$ cat src/rtl/pipe_register_pkg.sv
// Purpose: shared constants and helpers for the elastic pipe register.
// Latency: n/a (compile-time only).
// Backpressure: n/a.
//   cnt_width(stages)  width of the occupancy counter, room for STAGES+1 entries
//   PIPE_MAX_STAGES    largest supported number of register slices
package pipe_pkg;

    localparam int PIPE_MAX_STAGES = 16;

    // The counter must hold 0..STAGES+1 (the +1 is the optional skid entry).
    function automatic int cnt_width(input int stages);
        return $clog2(stages + 2);
    endfunction

endpackage

$ cat src/rtl/pipe_register_stage.sv
// Purpose: one valid/data register slice of the elastic pipe.
// Latency: 1 cycle from up_* to dn_*.
// Backpressure: up_ready = !valid || dn_ready (combinational pass-through of ready).
// Ports:
//   clk, rst (async active-high), flush (sync, clears valid)
//   up_valid/up_ready/up_data   upstream handshake into this slice
//   dn_valid/dn_ready/dn_data   downstream handshake out of this slice
module pipe_stage
    import pipe_pkg::*;
#(
    parameter int DATA_WIDTH = 32
) (
    input  logic                  clk,
    input  logic                  rst,
    input  logic                  flush,
    input  logic                  up_valid,
    output logic                  up_ready,
    input  logic [DATA_WIDTH-1:0] up_data,
    output logic                  dn_valid,
    input  logic                  dn_ready,
    output logic [DATA_WIDTH-1:0] dn_data
);

    logic                  valid_q, valid_d;
    logic [DATA_WIDTH-1:0] data_q,  data_d;

    // Accepting while the current word leaves lets bubbles collapse.
    assign up_ready = !valid_q || dn_ready;
    assign dn_valid = valid_q;
    assign dn_data  = data_q;

    always_comb begin
        valid_d = valid_q;
        data_d  = data_q;
        if (flush) begin
            valid_d = 1'b0;
        end else if (up_ready) begin
            // Either refilled from upstream or emptied because the word moved on.
            valid_d = up_valid;
            if (up_valid) begin
                data_d = up_data;
            end
        end
    end

    always_ff @(posedge clk or posedge rst) begin
        if (rst) begin
            valid_q <= 1'b0;
            data_q  <= '0;
        end else begin
            valid_q <= valid_d;
            data_q  <= data_d;
        end
    end

endmodule

$ cat src/rtl/pipe_register.sv
// Purpose: parametrised elastic pipe of STAGES valid/ready register slices with flush and occupancy count.
// Latency: STAGES cycles input to output with out_ready high; 1 word/cycle throughput.
// Backpressure: combinational ready chain to in_ready; with PIPE_REGISTER_SKID_BUFFER_EN a skid entry makes in_ready a flop.
// Ports:
//   clk, rst (async active-high), flush (sync, drops all in-flight words)
//   in_valid/in_ready/in_data     upstream handshake
//   out_valid/out_ready/out_data  downstream handshake, driven by the last slice
//   count                         registered number of occupied entries
// Optional build macro: PIPE_REGISTER_SKID_BUFFER_EN (one-entry skid buffer ahead of slice 0).
module pipe_register
    import pipe_pkg::*;
#(
    parameter  int DATA_WIDTH = 32,
    parameter  int STAGES     = 2,
    localparam int CNT_W      = cnt_width(STAGES)
) (
    input  logic                  clk,
    input  logic                  rst,
    input  logic                  flush,
    input  logic                  in_valid,
    output logic                  in_ready,
    input  logic [DATA_WIDTH-1:0] in_data,
    output logic                  out_valid,
    input  logic                  out_ready,
    output logic [DATA_WIDTH-1:0] out_data,
    output logic [CNT_W-1:0]      count
);

    if (STAGES < 1 || STAGES > PIPE_MAX_STAGES) begin : g_bad_stages
        $error("pipe_register: STAGES must be within 1..PIPE_MAX_STAGES");
    end

    // Index i is the input of slice i; index STAGES is the output of the last slice.
    logic                  stg_vld [STAGES+1];
    logic [DATA_WIDTH-1:0] stg_dat [STAGES+1];

    logic                  in_fire;
    logic                  out_fire;
    logic [CNT_W-1:0]      count_q, count_d;

    // Ready is kept in per-slice signals so the combinational chain is not one looped array.
    for (genvar i = 0; i < STAGES; i++) begin : g_stage
        logic up_rdy;
        logic dn_rdy;

        if (i == STAGES - 1) begin : g_last
            assign dn_rdy = out_ready;
        end else begin : g_mid
            assign dn_rdy = g_stage[i+1].up_rdy;
        end

        pipe_stage #(
            .DATA_WIDTH (DATA_WIDTH)
        ) u_stage (
            .clk      (clk),
            .rst      (rst),
            .flush    (flush),
            .up_valid (stg_vld[i]),
            .up_ready (up_rdy),
            .up_data  (stg_dat[i]),
            .dn_valid (stg_vld[i+1]),
            .dn_ready (dn_rdy),
            .dn_data  (stg_dat[i+1])
        );
    end

`ifdef PIPE_REGISTER_SKID_BUFFER_EN
    logic                  skid_valid_q, skid_valid_d;
    logic [DATA_WIDTH-1:0] skid_data_q,  skid_data_d;
    logic                  in_ready_q;

    // in_ready depends only on flops (and flush), never on out_ready.
    assign in_ready = in_ready_q && !flush;
    assign in_fire  = in_valid && in_ready;

    // A held skid word always goes first; otherwise the input bypasses straight into slice 0.
    assign stg_vld[0] = !flush && (skid_valid_q || in_fire);
    assign stg_dat[0] = skid_valid_q ? skid_data_q : in_data;

    always_comb begin
        skid_valid_d = skid_valid_q;
        skid_data_d  = skid_data_q;
        if (flush) begin
            skid_valid_d = 1'b0;
        end else if (skid_valid_q) begin
            // in_ready is low while the skid is full, so only draining is possible.
            if (g_stage[0].up_rdy) begin
                skid_valid_d = 1'b0;
            end
        end else if (in_fire && !g_stage[0].up_rdy) begin
            skid_valid_d = 1'b1;
            skid_data_d  = in_data;
        end
    end

    always_ff @(posedge clk or posedge rst) begin
        if (rst) begin
            skid_valid_q <= 1'b0;
            skid_data_q  <= '0;
            in_ready_q   <= 1'b0;
        end else begin
            skid_valid_q <= skid_valid_d;
            skid_data_q  <= skid_data_d;
            in_ready_q   <= !skid_valid_d;
        end
    end
`else
    assign in_ready   = g_stage[0].up_rdy && !flush;
    assign in_fire    = in_valid && in_ready;
    assign stg_vld[0] = in_fire;
    assign stg_dat[0] = in_data;
`endif

    // Output is masked during flush so nothing is handed downstream in that cycle.
    assign out_valid = stg_vld[STAGES] && !flush;
    assign out_data  = stg_dat[STAGES];
    assign out_fire  = out_valid && out_ready;

    always_comb begin
        count_d = count_q;
        if (flush) begin
            count_d = '0;
        end else if (in_fire && !out_fire) begin
            count_d = count_q + CNT_W'(1);
        end else if (!in_fire && out_fire) begin
            count_d = count_q - CNT_W'(1);
        end
    end

    always_ff @(posedge clk or posedge rst) begin
        if (rst) begin
            count_q <= '0;
        end else begin
            count_q <= count_d;
        end
    end

    assign count = count_q;

endmodule

$ cat config.mk
export PLATFORM = sky130hd
export DESIGN_NAME = pipe_register
export DESIGN_NICKNAME = d
export VERILOG_FILES = /design/src/rtl/pipe_register_pkg.sv /design/src/rtl/pipe_register_stage.sv /design/src/rtl/pipe_register.sv
export SDC_FILE = /design/constraint.sdc
export NUM_CORES = 1
export LEC_CHECK = 0
export CAP_MARGIN = 25
export CORE_MARGIN = 2
export CORE_UTILIZATION = 51
export CTS_CLUSTER_DIAMETER = 60
export DETAILED_ROUTE_END_ITERATION = 7
export PLACE_DENSITY = 0.84
export SETUP_SLACK_MARGIN = 0.2
export SLEW_MARGIN = 20
export SYNTH_ARGS = -nofsm -noshare
export SYNTH_HDL_FRONTEND = slang
export SYNTH_SLANG_ARGS = --single-unit
$ cat constraint.sdc
create_clock -name clk -period 5.8 [get_ports clk]
set_clock_uncertainty 0.2 [all_clocks]
set_input_delay 0.87 -clock clk [delete_from_list [all_inputs] [get_ports clk]]
set_output_delay 0.87 -clock clk [all_outputs]
set_load 0.02 [all_outputs]
# --- Word level (Yosys, flattened, before mapping) ---
# Cells that the tools add are included.
totals:
  output_inout_bits: 36
  mem_bits_rw: 0
  wordCells: 33
  memories: 0
  reg_bits: 68
  input_bits: 37
  romBits: 0
  latch_bits: 0
op_classes:
  n_mux: 7
  shifts: 0
  bitwise: 1
  eq_ne: 0
  addsub: 2
  n_div: 0
  reduce_logical: 18
  mul: 0
  magnitude_cmp: 0
ops:
  columns: ["op", "n"]
  rows:
  - ["$logic_and 1x1->1", 6]
  - ["$mux 2", 3]
  - ["$reduce_and 3->1", 2]
  - ["$logic_not 1->1", 5]
  - ["$mux 1", 4]
  - ["$reduce_bool 2->1", 2]
  - ["$reduce_bool 3->1", 1]
  - ["$add 2x1->2 const B", 1]
  - ["$logic_or 1x1->1", 2]
  - ["$sub 2x1->2 const B", 1]
  - ["$not 1->1", 1]

# --- Logic depth before layout (Yosys ltp) ---
# Gate-level depths: netlist (run 1).
depth:
  word_depth: 10
  ltp_mapped: 5

# --- Modules after synthesis ---
# Synthesis (run 1) repeated with hierarchy kept, for this count alone.
unflattened:
  cells_unflattened: 168
  area_unflattened_um2: 2706.3
modules_own_cells:
  columns: ["mod", "cells_each", "area_per_inst_um2", "seq_area_each_um2", "instances"]
  rows:
  - ["pipe_stage", 74, 1267.5, 825.8, 2]
  - ["pipe_register", 20, 171.4, 50.0, 1]

# --- Worst setup path after synthesis (run 1) ---
# OpenSTA, ideal clock, no wires.
synth_timing:
  path_type: "in2out"
  start: "input port out_ready"
  end: "output port in_ready"
  required_time_ps: 4730
  n_path_buf: 0
  slack_ps: 3395
  stages: 3
  arrival_time_ps: 1335
  cell_sequence: "nand2b_4 > nor2_1 > nor2_1"
synth_via:
  elab_chain_cells: 3
synth_rtl:
  columns: ["element", "line_no", "text"]
  rows:
  - ["from (decl)", "pipe_register.sv:24", "input logic out_ready,"]
  - ["$logic_or 1x1->1 (2 in a row)", "pipe_register_stage.sv:28", "assign up_ready = !valid_q || dn_ready;"]
  - ["$logic_and 1x1->1", "pipe_register.sv:108", "assign in_ready = g_stage[0].up_rdy && !flush;"]
  - ["to (decl)", "pipe_register.sv:21", "output logic in_ready,"]
# Every way passes these cells.

# --- Final worst setup path (run 1) ---
# Ends and elaborated chain as after synthesis.

==> results of run 1 <==
-- metrics by stage --
step | util | std cells
floorplan | - | 163
global placement | 0.674 | 301
detailed placement | 0.674 | 301
CTS | 0.713 | 317
global route | 0.713 | 317
finish | 0.713 | 317
-- cells in the mapped netlist (2+ instances only) --
cell type | n | area, um2
buf_4 | 3 | 22.5
buf_6 | 3 | 33.8
inv_1 | 2 | 7.51
mux2i_1 | 2 | 20.0
mux2_2 | 58 | 653
and2_1 | 2 | 12.5
nor2_1 | 6 | 22.5
dfrtp_1 | 68 | 1700
a21oi_1 | 2 | 10.0
mux2_1 | 6 | 67.6
-- power by group through the flow --
stage / Clock, W / Sequential, W / Combinational (W)
6_report: 0.000384 / 0.000635 / 0.000399
3_3_place_gp: 0 / 0.000636 / 0.000395
3_5_place_dp: 0 / 0.000642 / 0.000404
2_1_floorplan: 0 / 0.000723 / 0.000121
4_1_cts: 0.000394 / 0.000636 / 0.000406
5_1_grt: 0.000417 / 0.000650 / 0.000423
-- worst max-delay path, stage by stage --
cell	delay (ns)
clkdlybuf4s50_1	0.53
nand2b_4	0.18
nor2_1	0.06
nor2_1	0.08
clkdlybuf4s50_1	0.61
-- final cells by class --
class / count / area (um2)
inverter: 3 / 11.3
multi-input combinational: 86 / 882
sequential: 68 / 1700
clock inverter: 5 / 50.0
tap: 70 / 87.6
clock buffer: 11 / 151
timing repair buffer: 74 / 736
fill: 376 / 1460
-- how the worst max path moves through the flow --
stage,from,endpoint,slack (ns),depth (start not counted)
3_5_place_dp,out_ready,in_ready,2.42,5
4_1_cts,out_ready,in_ready,2.41,5
6_report,out_ready,in_ready,2.42,5
3_3_place_gp,out_ready,in_ready,2.44,5
5_1_grt,out_ready,in_ready,2.30,5
2_1_floorplan,rst,count[0],3.02,1
-- sequential cells by signal, summed over array words and instances (netlist names) --
name and cells:
g_stage.u_stage.dn_data 64, count 2, g_stage.u_stage.dn_valid 2
-- cells in the final DEF, fill, tap and decap left out, drive strengths merged, types with 2 or more instances in the layout --
cell type      instances
buf                    2
dfrtp                 68
clkinv                 4
mux2                  64
clkbuf                11
a21oi                  2
inv                    3
clkdlybuf4s50         72
mux2i                  2
nor2                   6
and2                   2
-- cells by family (layout without fill, tap and decap cells) --
family                 Yosys count  in the layout
AO/OA/AOI/OAI                    6              6
XOR/XNOR                         1              1
buffers and inverters            9             93
flip-flops                      68             68
multiplexers                    66             66
AND/OR/NAND/NOR                 13             13
-- metal layers --
layer	up-vias	global-route usage	routed length (um)	part of all wire
met5	-	0	0	0
met4	0	0.0764	89	0.018
li1	729	-	-	-
met3	8	0.0569	277	0.057
met2	48	0.312	2510	0.51
met1	796	0.239	2010	0.41
==> key figures, run 1 <==
Hold path
  – Hold_sp: g_stage[0].u_stage.dn_data[3]
  – Hold depth: 1
  – Worst hold path type: reg2reg
  – WHS Endpoint: g_stage[1].u_stage.dn_data[3]

Floorplanning
  – Die Wd: 76.1 um
  – Area of the core: around 5100 um2
  – Starting Density: 0.522
  – Top Ports: between 70 and 80
  – Die area: slightly below 6000 um2
  – Row Count: 26
  – Die Height: about 76 um

Place
  – Post-placement cell area: 3420 um2
  – GP Congestion: between 0.7 and 0.8
  – Post-DP HPWL: approximately 3.2 mm
  – Pre-CTS setup slack: 2.42 ns
  – Port bufs: roughly 70

CTS
  – Post-cts gate resize count: 0
  – Clock sink total: 68
  – Clock root buffer master: clkbuf_8
  – H-tree depth: 3
  – # Post-CTS Setup Buffers: 0
  – CTS tree: built
  – CTS Hold Buffers Added: 0
  – Skew-Pair Late Insertion Delay: between 0.3 and 0.4 ns
  – Worst-path clk slew: approximately 0.07 ns
  – CTS Buffer Depth: 2
  – CTS Buf Count: 9

Setup path
  – Reg2reg end: g_stage[0].u_stage.dn_data[11]
  – Reg2Reg Depth: 4
  – Critical Path End Type: primary output
  – CP Launch Type: primary input
  – Worst path required time: about 4.7 ns
  – Reg2reg start: g_stage[1].u_stage.dn_valid
  – Worst-path fanout max: 4
  – R2R Setup Slk: approximately 3.7 ns
  – Critical path class: in2out
  – Crit path DAT: ~2.3 ns

GRT
  – Total track usage: 0.190
  – Antenna violations before repair: 0
  – First-pass GRT wire length: about 8.6 mm
  – Gr ovfl total: 0
  – Vias in the first global route: between 1500 and 2000
  – Pin count of the biggest net entering global routing: 69

Timing
  – Final period util: 0.584
  – Setup violations, final: 0
  – Worst Tran Pin Value: roughly 0.83 ns
  – Peak Freq: 295 MHz
  – Max-slew headroom: 0.448
  – Final max-slew violation count: 0
  – RSZ-0062 raised after global routing: false
  – Final setup TNS: 0 ns
  – Final setup margin: approximately 2.4 ns
  – Min Hold Slack: 0.279 ns
  – Hold Vio Cnt, Final: 0
  – Crit path time final: between 3 and 4 ns

Power and ir drop
  – Leak pwr: about 1.6 nW
  – Pwr/cell area: between 300 and 400 nW/um2
  – Switching Power: 0.000395 W
  – Seq pwr share: 0.448
  – Internal: 0.00102 W
  – Combinational power share: 0.281
  – Sw frac: 0.278
  – Max VDD drop: approximately 0.24 mV
  – Clock share of power: 0.271
  – PnR Total Power: between 0.001 and 0.0015 W

Synth
  – Adder-cell share of the synthesized area: 0
  – Xor/xnor share of the synthesized area: 0.00330
  – Post-synth EDFFs: 0
  – Yosys Warn Count: 0
  – Compound-Gate Fraction of Synth Area: 0.0217
  – Sequential-to-total area share from yosys stat: 0.642
  – Yosys cell types: 21
  – Area share of and/or/nand/nor cells after synthesis: 0.0283
  – Syn Nets: 200
  – Async set-or-reset flop fraction in the synthesized netlist: 1.00
  – Syn_area_per_cell: approximately 16 um2
  – Main combinational cell family by area after synthesis: multiplexers
  – Synth Cell Area: around 2700 um2
  – #FFs+latches synth: between 60 and 70
  – Post-Synthesis Cells: between 150 and 200
  – Ys flop type: dfrtp_1
  – Mux cell area share after synthesis: 0.279

Cells and area
  – Antenna Cells: 0
  – Post-layout net count: 279
  – Ratio of cells with drive above 1 in the final layout: 0.332
  – Final instance area: roughly 3600 um2
  – Area delta synth->final: 36.5%

Route
  – Routed Antenna Nets: 0
  – DR iter-0 viols: 67
  – Total number of vias: 1581
  – Drt via density: roughly 5.0
  – First-pass DRT Iterations: 4
  – Final wirelength: a little under 5 mm
  – WL/cell: about 15 um
  – DRC: 0

Run
  – Max Cap Viol: 0

Run status
  – Status: finished clean
No activity file was read; power rests on OpenSTA's default activity.
==> inputs of run 2 (changes only) <==
--- a/config.mk
+++ b/config.mk
@@ -7,10 +7,10 @@
 export LEC_CHECK = 0
 export CAP_MARGIN = 25
 export CORE_MARGIN = 2
-export CORE_UTILIZATION = 51
+export CORE_UTILIZATION = 43
 export CTS_CLUSTER_DIAMETER = 60
 export DETAILED_ROUTE_END_ITERATION = 7
-export PLACE_DENSITY = 0.84
+export PLACE_DENSITY = 0.76
 export SETUP_SLACK_MARGIN = 0.2
 export SLEW_MARGIN = 20
 export SYNTH_ARGS = -nofsm -noshare
==> constraint.sdc (replaced) <==
create_clock -name clk -period 2.7 [get_ports clk]
set_clock_uncertainty 0.2 [all_clocks]
set_input_delay 0.405 -clock clk [delete_from_list [all_inputs] [get_ports clk]]
set_output_delay 0.405 -clock clk [all_outputs]
set_load 0.02 [all_outputs]
==> run 2 against run 1 <==
Routed wire length up 0.63%. Core utilization down 9.9 points. First-iteration DRC count down 48%. Combinational power up 120%. Cell area up 1.1%. Count of clock-buffer cells in the layout up 2. Worst setup slack worse by 2.1 ns.
==> key figures, run 2 (synthesis results as in run 1) <==
Setup path
  – Reg2reg start: g_stage[1].u_stage.dn_valid
  – CP startpoint: flush
  – Crit path cell chain: clkdlybuf4s50_1 -> nor2b_1 -> clkdlybuf4s50_1
  – Crit path DAT: roughly 1.7 ns
  – Slowest stage delay, CP: 0.62 ns
  – CP Launch Type: primary input
  – Critical path class: in2out
  – Worst-path fanout max: 7
  – Critical Path End Type: primary output
  – Cell repeated most along the worst path: clkdlybuf4s50_1
  – Slowest CP cell: clkdlybuf4s50_1
  – Worst path required time: 2.10 ns

Floorplanning
  – Die Height: just over 80 um
  – Top Ports: 73
  – Die Wd: between 80 and 90 um
  – Die area: between 6000 and 7000 um2
  – Area of the core: slightly below 6000 um2
  – Row Count: 28
  – Starting Density: 0.445

CTS
  – CTS Buf Count: 9
  – Clock root buffer master: clkbuf_8
  – Clock sink total: 68
  – H-tree depth: 3
  – Skew-Pair Late Insertion Delay: 0.33 ns
  – CTS tree: built
  – CTS Buffer Depth: 2
  – Worst-path clk slew: about 0.06 ns

Route
  – Routed Antenna Nets: 0
  – WL/cell: around 15 um
  – DRC: 0
  – DR iter-0 viols: 35
  – Total number of vias: about 1600
  – First-pass DRT Iterations: 4
  – Final wirelength: 4.92 mm
  – Drt via density: 4.99

GRT
  – Pin count of the biggest net entering global routing: around 60
  – Gr ovfl total: 0
  – Antenna violations before repair: 0
  – First-pass GRT wire length: around 8.1 mm
  – Vias in the first global route: about 1700
  – Total track usage: 0.165

Power and ir drop
  – Max VDD drop: 0.521 mV
  – Pwr/cell area: 822 nW/um2
  – Leak pwr: around 1.6 nW
  – PnR Total Power: approximately 0.003 W

Cells and area
  – Final core area utilization: 0.614
  – Filler instances: approximately 480
  – Area delta synth->final: 38.0%
  – Most frequent cells in the layout: clkdlybuf4s50_1 (71), dfrtp_1 (68), mux2_2 (58)
  – Antenna Cells: 0
  – Ratio of cells with drive above 1 in the final layout: 0.325
  – Max reg flops: 64
  – Post-layout net count: approximately 280
  – Final non-filler cell total: roughly 320
  – Most common cell after layout, fill and taps aside: clkdlybuf4s50_1

Place
  – Cells after DPL: between 300 and 400
  – Post-DP HPWL: approximately 3.4 mm
  – GP Congestion: a little over 0.8
  – Pre-CTS setup slack: 0.253 ns
  – Port bufs: 72

Timing
  – Final max-slew violation count: 0
  – Hold Vio Cnt, Final: 0
  – Final setup margin: between 0.3 and 0.4 ns
  – Final period util: 0.865
  – Final setup TNS: 0 ns
  – Max-slew headroom: 0.796
  – Worst Tran Pin Value: 0.306 ns
  – Crit path time final: about 2.3 ns
  – Setup violations, final: 0
  – Peak Freq: around 430 MHz
  – RSZ-0062 raised after global routing: false

Run
  – Max Cap Viol: 0

Run status
  – Status: finished clean

Hold path
  – Worst hold path type: in2async
-- run 2: cell count changes in the layout (fill, tap and decap cells not counted), sizes merged --
cell	before	now
clkdlybuf4s50	72	71
buf	2	5
dlymetal6s2s	0	1
clkinv	4	1
clkbuf	11	13
-- run 2: cell type report --
cell class | count | area, um2 | share of cell area
Clock buffer | 13 | 149 | 0.0407
Clock inverter | 2 | 35.0 | 0.00958
Inverter | 3 | 11.3 | 0.00308
Multi-Input combinational cell | 86 | 882 | 0.241
Sequential cell | 68 | 1700 | 0.465
Tap cell | 75 | 93.8 | 0.0256
Timing Repair Buffer | 77 | 786 | 0.215
-- run 2: path summary, 6_finish.rpt --
path | to | slack [ns] | depth (start not counted)
max | out_valid | 0.36 | 3
min | g_stage[1].u_stage.dn_data[3] | 0.13 | 2
max reg2reg | g_stage[0].u_stage.dn_data[6] | 1.00 | 4
min reg2reg | g_stage[1].u_stage.dn_data[3] | 0.29 | 1
max in group asynchronous | g_stage[1].u_stage.dn_data[24] | 1.60 | 3
min in group clk | g_stage[1].u_stage.dn_data[3] | 0.29 | 1
-- run 2: timing repair --
action / CTS / global route
setup endpoints to repair: 0 / 1
hold buffers: 0 / 0
buffers inserted: 0 / 0
gates resized for setup: 0 / 1
-- run 2: per-stage QoR --
step	area, um2	hold WS, ns
3_3_place_gp	3470	0.261
4_1_cts	3660	0.115
5_1_grt	3660	0.150
3_5_place_dp	3470	0.279
6_report	3660	0.126
2_1_floorplan	2650	0.252
-- run 2: critical path: cells and delay by family --
kind,cells,cell delay [ns]
AND/OR/NAND/NOR,1,0.17
buffers and inverters,2,1.16
-- run 2: power breakdown --
group	switching, W	internal [W]	total (W)
Clock	0.000337	0.000446	0.000783
Sequential	0.000114	0.00125	0.00136
Combinational	0.000376	0.000487	0.000862
Total	0.000827	0.00218	0.00301
-- run 2: routing by layer --
layer  vias up  share of wire  track usage
met4         0          0.015       0.0541
met5         -              0            0
met1       815           0.39        0.185
li1        741              -            -
met2        51           0.52        0.271
met3         9          0.075       0.0848
